### src/rtl/chacha_stream_ctrl.sv
// ChaCha20 block-core sequencer: builds core input states, tracks the fixed-latency core
// with a valid pipe, buffers results in a credit-bounded FIFO and streams keystream blocks.
module chacha_stream_ctrl #(
    parameter int CORE_LAT = 12,
    parameter int DEPTH    = 4,
    parameter int NB_W     = 16
) (
    input  logic            clk,
    input  logic            rst_n,
    input  logic            start,
    input  logic            abort,
    input  logic [255:0]    cfg_key,
    input  logic [95:0]     cfg_nonce,
    input  logic [31:0]     cfg_ctr0,
    input  logic [NB_W-1:0] num_blocks,
    output logic [511:0]    core_state,
    input  logic [511:0]    core_result,
    output logic [511:0]    ks_data,
    output logic            ks_valid,
    input  logic            ks_ready,
    output logic            busy,
    output logic            done,
    output logic            err_wrap
);

    localparam int PTR_W = $clog2(DEPTH);
    localparam int CNT_W = $clog2(DEPTH + 1);
    localparam int INF_W = $clog2(CORE_LAT + 1);
    localparam int SUM_W = ((CNT_W > INF_W) ? CNT_W : INF_W) + 1;

    localparam logic [1:0] ST_IDLE  = 2'd0;
    localparam logic [1:0] ST_RUN   = 2'd1;
    localparam logic [1:0] ST_DRAIN = 2'd2;

    localparam logic [127:0]    SIGMA      = 128'h61707865_3320646e_79622d32_6b206574;
    localparam logic [NB_W-1:0] REM_ZERO   = {NB_W{1'b0}};
    localparam logic [NB_W-1:0] REM_ONE    = {{(NB_W-1){1'b0}}, 1'b1};
    localparam logic [SUM_W-1:0] CREDIT_MAX = SUM_W'(DEPTH);

    function automatic logic [511:0] build_state(input logic [255:0] key,
                                                 input logic [31:0]  ctr,
                                                 input logic [95:0]  nonce);
        return {SIGMA, key, ctr, nonce};
    endfunction

    logic [1:0]          state_r;
    logic [1:0]          state_nxt_s;
    logic [255:0]        key_r;
    logic [95:0]         nonce_r;
    logic [31:0]         ctr_r;
    logic [NB_W-1:0]     rem_r;
    logic [CORE_LAT-1:0] vpipe_r;
    logic [INF_W-1:0]    inflight_r;
    logic [511:0]        fifo_mem_r [DEPTH];
    logic [PTR_W-1:0]    wr_ptr_r;
    logic [PTR_W-1:0]    rd_ptr_r;
    logic [PTR_W-1:0]    rd_ptr_nxt_s;
    logic [CNT_W-1:0]    fifo_cnt_r;
    logic [CNT_W-1:0]    cnt_after_pop_s;
    logic [CNT_W-1:0]    fifo_cnt_nxt_s;
    logic [SUM_W-1:0]    credit_sum_s;
    logic [511:0]        head_nxt_s;
    logic [511:0]        core_state_r;
    logic [511:0]        ks_data_r;
    logic                ks_valid_r;
    logic                busy_r;
    logic                done_r;
    logic                err_wrap_r;
    logic                pop_s;
    logic                push_s;
    logic                issue_s;
    logic                wrap_hit_s;
    logic                start_acc_s;
    logic                done_nxt_s;

    // Handshake, issue credit and FIFO next-state decode
    always_comb begin
        pop_s        = ks_valid_r & ks_ready;
        push_s       = vpipe_r[CORE_LAT-1];
        credit_sum_s = SUM_W'(inflight_r) + SUM_W'(fifo_cnt_r);
        // A pop this cycle does not free credit until the next one
        if ((state_r == ST_RUN) && !abort && (rem_r != REM_ZERO) && (credit_sum_s < CREDIT_MAX)) begin
            issue_s = 1'b1;
        end else begin
            issue_s = 1'b0;
        end
        wrap_hit_s      = issue_s && (ctr_r == 32'hFFFF_FFFF) && (rem_r != REM_ONE);
        cnt_after_pop_s = fifo_cnt_r - CNT_W'(pop_s);
        fifo_cnt_nxt_s  = cnt_after_pop_s + CNT_W'(push_s);
        rd_ptr_nxt_s    = rd_ptr_r + PTR_W'(pop_s);
        if (cnt_after_pop_s != {CNT_W{1'b0}}) begin
            head_nxt_s = fifo_mem_r[rd_ptr_nxt_s];
        end else if (push_s) begin
            head_nxt_s = core_result;
        end else begin
            head_nxt_s = {512{1'b0}};
        end
    end

    // Job sequencing: abort overrides everything, including a coincident start
    always_comb begin
        state_nxt_s = state_r;
        start_acc_s = 1'b0;
        done_nxt_s  = 1'b0;
        if (abort) begin
            state_nxt_s = ST_IDLE;
        end else begin
            case (state_r)
                ST_IDLE: begin
                    if (start) begin
                        start_acc_s = 1'b1;
                        if (num_blocks == REM_ZERO) begin
                            done_nxt_s = 1'b1;
                        end else begin
                            state_nxt_s = ST_RUN;
                        end
                    end else begin
                        state_nxt_s = ST_IDLE;
                    end
                end
                ST_RUN: begin
                    if (issue_s && (wrap_hit_s || (rem_r == REM_ONE))) begin
                        state_nxt_s = ST_DRAIN;
                    end else begin
                        state_nxt_s = ST_RUN;
                    end
                end
                ST_DRAIN: begin
                    // Empty pipe plus a FIFO emptied by this cycle's pop counts as finished
                    if ((inflight_r == {INF_W{1'b0}}) && (cnt_after_pop_s == {CNT_W{1'b0}})) begin
                        done_nxt_s  = 1'b1;
                        state_nxt_s = ST_IDLE;
                    end else begin
                        state_nxt_s = ST_DRAIN;
                    end
                end
                default: begin
                    state_nxt_s = ST_IDLE;
                end
            endcase
        end
    end

    // FSM state, job configuration, block counters and status flags
    always_ff @(posedge clk or negedge rst_n) begin
        if (!rst_n) begin
            state_r    <= ST_IDLE;
            busy_r     <= 1'b0;
            done_r     <= 1'b0;
            err_wrap_r <= 1'b0;
            key_r      <= {256{1'b0}};
            nonce_r    <= {96{1'b0}};
            ctr_r      <= 32'd0;
            rem_r      <= REM_ZERO;
        end else begin
            state_r <= state_nxt_s;
            busy_r  <= (state_nxt_s != ST_IDLE);
            done_r  <= done_nxt_s;
            if (start_acc_s) begin
                key_r      <= cfg_key;
                nonce_r    <= cfg_nonce;
                ctr_r      <= cfg_ctr0;
                rem_r      <= num_blocks;
                err_wrap_r <= 1'b0;
            end else if (issue_s) begin
                ctr_r      <= ctr_r + 32'd1;
                rem_r      <= wrap_hit_s ? REM_ZERO : (rem_r - REM_ONE);
                err_wrap_r <= err_wrap_r | wrap_hit_s;
            end
        end
    end

    // Core input register, loaded once per issued block
    always_ff @(posedge clk or negedge rst_n) begin
        if (!rst_n) begin
            core_state_r <= {512{1'b0}};
        end else if (issue_s) begin
            core_state_r <= build_state(key_r, ctr_r, nonce_r);
        end
    end

    // Valid pipe mirrors the core latency; its top bit marks a result to capture
    always_ff @(posedge clk or negedge rst_n) begin
        if (!rst_n) begin
            vpipe_r    <= {CORE_LAT{1'b0}};
            inflight_r <= {INF_W{1'b0}};
        end else if (abort) begin
            vpipe_r    <= {CORE_LAT{1'b0}};
            inflight_r <= {INF_W{1'b0}};
        end else begin
            vpipe_r    <= {vpipe_r[CORE_LAT-2:0], issue_s};
            inflight_r <= inflight_r + INF_W'(issue_s) - INF_W'(push_s);
        end
    end

    // Result storage
    always_ff @(posedge clk or negedge rst_n) begin
        if (!rst_n) begin
            for (int i = 0; i < DEPTH; i++) begin
                fifo_mem_r[i] <= {512{1'b0}};
            end
        end else if (push_s && !abort) begin
            fifo_mem_r[wr_ptr_r] <= core_result;
        end
    end

    // FIFO pointers and registered stream outputs
    always_ff @(posedge clk or negedge rst_n) begin
        if (!rst_n) begin
            wr_ptr_r   <= {PTR_W{1'b0}};
            rd_ptr_r   <= {PTR_W{1'b0}};
            fifo_cnt_r <= {CNT_W{1'b0}};
            ks_valid_r <= 1'b0;
            ks_data_r  <= {512{1'b0}};
        end else if (abort) begin
            wr_ptr_r   <= {PTR_W{1'b0}};
            rd_ptr_r   <= {PTR_W{1'b0}};
            fifo_cnt_r <= {CNT_W{1'b0}};
            ks_valid_r <= 1'b0;
            ks_data_r  <= {512{1'b0}};
        end else begin
            wr_ptr_r   <= wr_ptr_r + PTR_W'(push_s);
            rd_ptr_r   <= rd_ptr_nxt_s;
            fifo_cnt_r <= fifo_cnt_nxt_s;
            ks_valid_r <= (fifo_cnt_nxt_s != {CNT_W{1'b0}});
            ks_data_r  <= head_nxt_s;
        end
    end

    assign core_state = core_state_r;
    assign ks_data    = ks_data_r;
    assign ks_valid   = ks_valid_r;
    assign busy       = busy_r;
    assign done       = done_r;
    assign err_wrap   = err_wrap_r;

endmodule
### config.mk
export PLATFORM = sky130hd
export DESIGN_NAME = chacha_stream_ctrl
export DESIGN_NICKNAME = d
export VERILOG_FILES = /design/src/rtl/chacha_stream_ctrl.sv
export SDC_FILE = /design/constraint.sdc
export NUM_CORES = 2
export LEC_CHECK = 0
export CAP_MARGIN = 25
export CORE_AREA = 5 5 754 756
export CTS_BUF_LIST = sky130_fd_sc_hd__clkbuf_8
export DETAILED_ROUTE_END_ITERATION = 7
export DIE_AREA = 0 0 759 761
export GPL_ROUTABILITY_DRIVEN = 0
export GPL_TIMING_DRIVEN = 0
export HOLD_SLACK_MARGIN = 0.1
export SYNTH_ARGS = -nofsm -noshare
export SYNTH_HDL_FRONTEND = slang
export SYNTH_SLANG_ARGS = --single-unit
export TNS_END_PERCENT = 30
### constraint.sdc
create_clock -name clk -period 3.6 [get_ports clk]
set_clock_uncertainty 0.1 [all_clocks]
set_input_delay 0.72 -clock clk [delete_from_list [all_inputs] [get_ports clk]]
set_output_delay 0.72 -clock clk [all_outputs]
set_load 0.1 [all_outputs]
==> run_summary.xml <==
<?xml version="1.0" encoding="UTF-8"?>
<metrics>
  <group name="status">
    <metric name="run_status" unit="">complete, but fails checks</metric>
    <metric name="violations" unit="">negative setup slack</metric>
  </group>
  <group name="critical_path">
    <metric name="path_cells" unit="">dlygate4sd3_1 &gt; clkdlybuf4s50_1 &gt; nor4b_1 &gt; buf_2 &gt; clkbuf_2 &gt; clkbuf_1 &gt; buf_2 &gt; nand2_1 &gt; nand2_1</metric>
    <metric name="worst_setup_path_end_kind" unit="">flip-flop</metric>
    <metric name="critPathLaunchType" unit="">primary input</metric>
    <metric name="regToRegSetupSlack" unit="ps">50</metric>
    <metric name="crit_type" unit="">primary input to flip-flop</metric>
    <metric name="critical_path_required" unit="ps">4560</metric>
    <metric name="r2r_end" unit="">ks_data[505]$_DFF_PN0_</metric>
    <metric name="cpPeakStageDelay" unit="ps">690</metric>
    <metric name="worstPathMaxFanout" unit="">10</metric>
    <metric name="critical_path_arrival" unit="ps">4620</metric>
    <metric name="launching_instance_or_port_of_the_critical_path" unit="">start</metric>
    <metric name="slowest_stage" unit="">dlygate4sd3_1</metric>
    <metric name="endpoint" unit="">key_r[100]$_DFFE_PN0P_</metric>
    <metric name="worst_r2r_path_depth" unit="">12</metric>
    <metric name="r2r_start" unit="">ks_valid$_DFF_PN0_</metric>
  </group>
  <group name="grt">
    <metric name="overflow" unit="">0</metric>
    <metric name="grt_pass1_wl" unit="um">846000</metric>
    <metric name="antenna_found_initial" unit="">198</metric>
    <metric name="vias_in_the_first_global_route" unit="">111000</metric>
    <metric name="grt_start_max_net_pins" unit="">171</metric>
    <metric name="grt_use_total" unit="%">20.2</metric>
  </group>
  <group name="sta">
    <metric name="final_min_period_over_clock_period" unit="%">102</metric>
    <metric name="slew_headroom" unit="%">21.1</metric>
    <metric name="setup_repair_after_global_routing_missed_its_margin" unit="">true</metric>
    <metric name="maxClockFrequency" unit="MHz">273</metric>
    <metric name="timing.final.crit_period" unit="ps">3660</metric>
    <metric name="setup_ws" unit="ps">-61.3</metric>
    <metric name="tightestPinTransition" unit="ps">1180</metric>
    <metric name="hold_violations" unit="">0</metric>
    <metric name="report.final.slew_viol_count" unit="">0</metric>
    <metric name="finalSetupViolCount" unit="">1</metric>
    <metric name="whs" unit="ps">290</metric>
  </group>
  <group name="power_and_ir_drop">
    <metric name="power-per-cell-area" unit="nW/um^2">619</metric>
    <metric name="totalPowerFinal" unit="uW">123000</metric>
    <metric name="leakagePower" unit="uW">0.0993</metric>
    <metric name="vdd.ir_drop.worst" unit="mV">0.583</metric>
  </group>
  <group name="die">
    <metric name="core_area" unit="um^2">560000</metric>
    <metric name="starting_density_of_the_core" unit="%">25.2</metric>
    <metric name="die-height" unit="um">761</metric>
    <metric name="core.rowCount" unit="">275</metric>
    <metric name="die_w" unit="um">759</metric>
    <metric name="fp.dieArea" unit="um^2">578000</metric>
    <metric name="num_io_pins" unit="">1945</metric>
  </group>
  <group name="cells_and_area">
    <metric name="area.growth.synth_to_final" unit="%">41.4</metric>
    <metric name="fin_area" unit="um^2">200000</metric>
    <metric name="nets" unit="">15600</metric>
    <metric name="num-fill-cells" unit="">54500</metric>
    <metric name="final_util" unit="%">35.6</metric>
    <metric name="area.sequential" unit="um^2">84400</metric>
    <metric name="multi_input_area" unit="um^2">52700</metric>
    <metric name="drive_above_1_share" unit="%">29.9</metric>
    <metric name="fin_cells" unit="">22700</metric>
  </group>
  <group name="synth">
    <metric name="synth_cell_types" unit="">67</metric>
    <metric name="post_synth_instance_area" unit="um^2">141000</metric>
    <metric name="edff_count_synth" unit="">0</metric>
    <metric name="netlist.area_leader.share" unit="%">59.8</metric>
    <metric name="yosysSeqAreaShare" unit="%">59.8</metric>
    <metric name="synth_top_area_cell" unit="">dfrtp_1</metric>
    <metric name="synth.yosys.warnings" unit="">0</metric>
    <metric name="synth_async_sr_flop_share" unit="%">100</metric>
    <metric name="yosysMostFrequentCell" unit="">dfrtp_1</metric>
    <metric name="ys_seq_elements" unit="">3374</metric>
    <metric name="synth_flop_type" unit="">dfrtp_1</metric>
    <metric name="synth_cells" unit="">10900</metric>
    <metric name="ys_top_cells_by_count" unit="">dfrtp_1 (3374), nand2_1 (2739), mux2_2 (2048), nand3_1 (532), a21oi_1 (529)</metric>
    <metric name="synth_area_leaders" unit="">dfrtp_1 (60%), mux2_2 (16%), mux4_2 (8.2%)</metric>
    <metric name="syn_avg_cell_area" unit="um^2">12.9</metric>
  </group>
  <group name="drt">
    <metric name="drtAntennaViolNets" unit="">0</metric>
    <metric name="detail_route.drc_violations" unit="">0</metric>
    <metric name="totalWireLength" unit="um">604000</metric>
    <metric name="vias_per_cell" unit="">4.67</metric>
    <metric name="drt_pre_antenna_iters" unit="">6</metric>
    <metric name="drt-wirelength-per-cell" unit="um">26.7</metric>
    <metric name="vias" unit="">106000</metric>
    <metric name="drt_iter0_markers" unit="">7576</metric>
  </group>
  <group name="placed_design">
    <metric name="post-dp-hpwl" unit="um">456000</metric>
    <metric name="placed_cells_incl_taps" unit="">20600</metric>
    <metric name="port_buffers" unit="">1872</metric>
    <metric name="placed_cell_area" unit="um^2">176000</metric>
  </group>
  <group name="min_path">
    <metric name="hold_path.class" unit="">primary input to flip-flop</metric>
  </group>
  <group name="clock_tree">
    <metric name="cts-root-to-sink-buffers" unit="">4</metric>
    <metric name="ctsHtreeMaxLevel" unit="">6</metric>
    <metric name="numClockSinks" unit="">3374</metric>
    <metric name="clock_edge_transition_at_the_registers_on_the_reported_setup_and_hold_paths" unit="ps">60</metric>
    <metric name="tritoncts" unit="">done</metric>
    <metric name="ctsRootBufferMaster" unit="">clkbuf_8</metric>
    <metric name="cts-buffers-inserted" unit="">610</metric>
    <metric name="clock_latency_on_the_worst_skew_pair" unit="ps">1320</metric>
  </group>
  <group name="run">
    <metric name="number_of_maximum_capacitance_violations" unit="">0</metric>
  </group>
</metrics>
worst max-delay path: cells and delay by family:
kind,cells,cell delay (ps)
buffers and inverters,6,2710
AND/OR/NAND/NOR,3,1150
metal layers:
metal  part of all wire, %  global-route usage (%)  vias to the layer above
met5                 0.092                       0                        -
met4                   7.5                    12.3                       90
met3                   6.4                    4.54                     1369
met2                    49                    34.2                     4137
met1                    37                    23.3                    55000
li1                      -                       -                    45300
worst min path at each step:
stage | from | endpoint | slack, ps | cells past startpoint
3_5_place_dp | key_r[45]$_DFFE_PN0P_ | core_state[173]$_DFFE_PN0P_ | 350 | 2
4_1_cts | rst_n | fifo_mem_r[1634]$_DFFE_PN0P_ | -480 | 5
6_report | cfg_ctr0[1] | ctr_r[1]$_DFFE_PN0P_ | 290 | 3
3_3_place_gp | vpipe_r[2]$_DFF_PN0_ | vpipe_r[3]$_DFF_PN0_ | 350 | 1
5_1_grt | cfg_nonce[43] | nonce_r[43]$_DFFE_PN0P_ | 150 | 3
2_1_floorplan | rst_n | busy$_DFF_PN0_ | 320 | 0
cell families (layout without fill, tap and decap cells):
family / Yosys count / in the layout / synth area share [%]
AO/OA/AOI/OAI: 633 / 633 / 2.40
multiplexers: 2560 / 2560 / 24.5
AND/OR/NAND/NOR: 3421 / 3421 / 9.84
buffers and inverters: 908 / 5007 / 3.15
XOR/XNOR: 15 / 15 / 0.0931
other: 1 / 166 / 0.00266
adder cells (fa/ha/maj): 17 / 17 / 0.156
flip-flops: 3374 / 3374 / 59.8
stage by stage:
stage	setup slack [ps]	setup TNS, ps
after global routing	-56.9	-1670
after global placement	-158990	-
after detailed placement	-1990	-3718800
after floorplan	502	0
after CTS	-264	-95480
final	-61.3	-61.3
what timing repair did:
| action | CTS | global route |
|---|---|---|
| hold buffers | 863 | 19 |
| endpoints found under the hold margin | 3310 | 137 |
| setup endpoints to repair | 2124 | 1689 |
| gates resized for setup | 548 | 407 |
| setup buffers | 3 | 1 |
| cloned | 6 | 5 |
| pin swaps | 3 | 2 |
layout by cell type (no fill, tap or decap), drive strengths merged, types with 6 or more instances in the layout:
| cell | Yosys | layout |
|---|---|---|
| a21oi | 529 | 529 |
| a22oi | 10 | 10 |
| and3 | 10 | 10 |
| buf | 538 | 914 |
| bufinv | 0 | 25 |
| clkbuf | 343 | 1104 |
| clkdlybuf4s15 | 0 | 57 |
| clkdlybuf4s50 | 0 | 1198 |
| clkinv | 0 | 73 |
| clkinvlp | 0 | 14 |
| conb | 1 | 72 |
| dfrtp | 3374 | 3374 |
| diode | 0 | 94 |
| dlygate4sd2 | 0 | 162 |
| dlygate4sd3 | 0 | 868 |
| dlymetal6s2s | 0 | 350 |
| ha | 16 | 16 |
| inv | 27 | 237 |
| mux2 | 2048 | 2048 |
| mux4 | 512 | 512 |
| nand2 | 2739 | 2739 |
| nand2b | 6 | 6 |
| nand3 | 532 | 532 |
| nand4 | 21 | 21 |
| nor2 | 30 | 30 |
| nor2b | 19 | 19 |
| nor3 | 14 | 14 |
| nor4 | 13 | 13 |
| o211ai | 9 | 9 |
| o21ai | 35 | 35 |
| or3 | 8 | 8 |
| xnor2 | 11 | 11 |
final cells by class:
class                           count  share of cell area (%)
Sequential cell                  3374                    42.3
Multi-Input combinational cell   6718                    26.4
Timing Repair Buffer             3032                    17.7
Clock buffer                      746                    5.15
Tap cell                         7479                    4.69
Buffer                            880                    2.27
Clock inverter                    322                    1.34
Antenna cell                       94                   0.118
Inverter                           27                  0.0508
power by group:
part           leakage [uW]  total, uW  internal [uW]  switching [uW]
Clock               0.00727      38600          20800           17800
Combinational        0.0460      42000          10700           31200
Sequential           0.0461      42900          40700            2150
sequential cells by signal, indices dropped and copies added, names as in the netlist:
| register | flops |
|---|---|
| fifo_mem_r | 2048 |
| ks_data | 512 |
| core_state | 385 |
| key_r | 256 |
| nonce_r | 96 |
| ctr_r | 32 |
| rem_r | 16 |
| vpipe_r | 12 |
| inflight_r | 4 |
| fifo_cnt_r | 3 |
| rd_ptr_r | 2 |
| state_r | 2 |
| wr_ptr_r | 2 |
| busy | 1 |
| done | 1 |
| err_wrap | 1 |
| ks_valid | 1 |
Note: power is estimated with default switching activity, not from simulation.
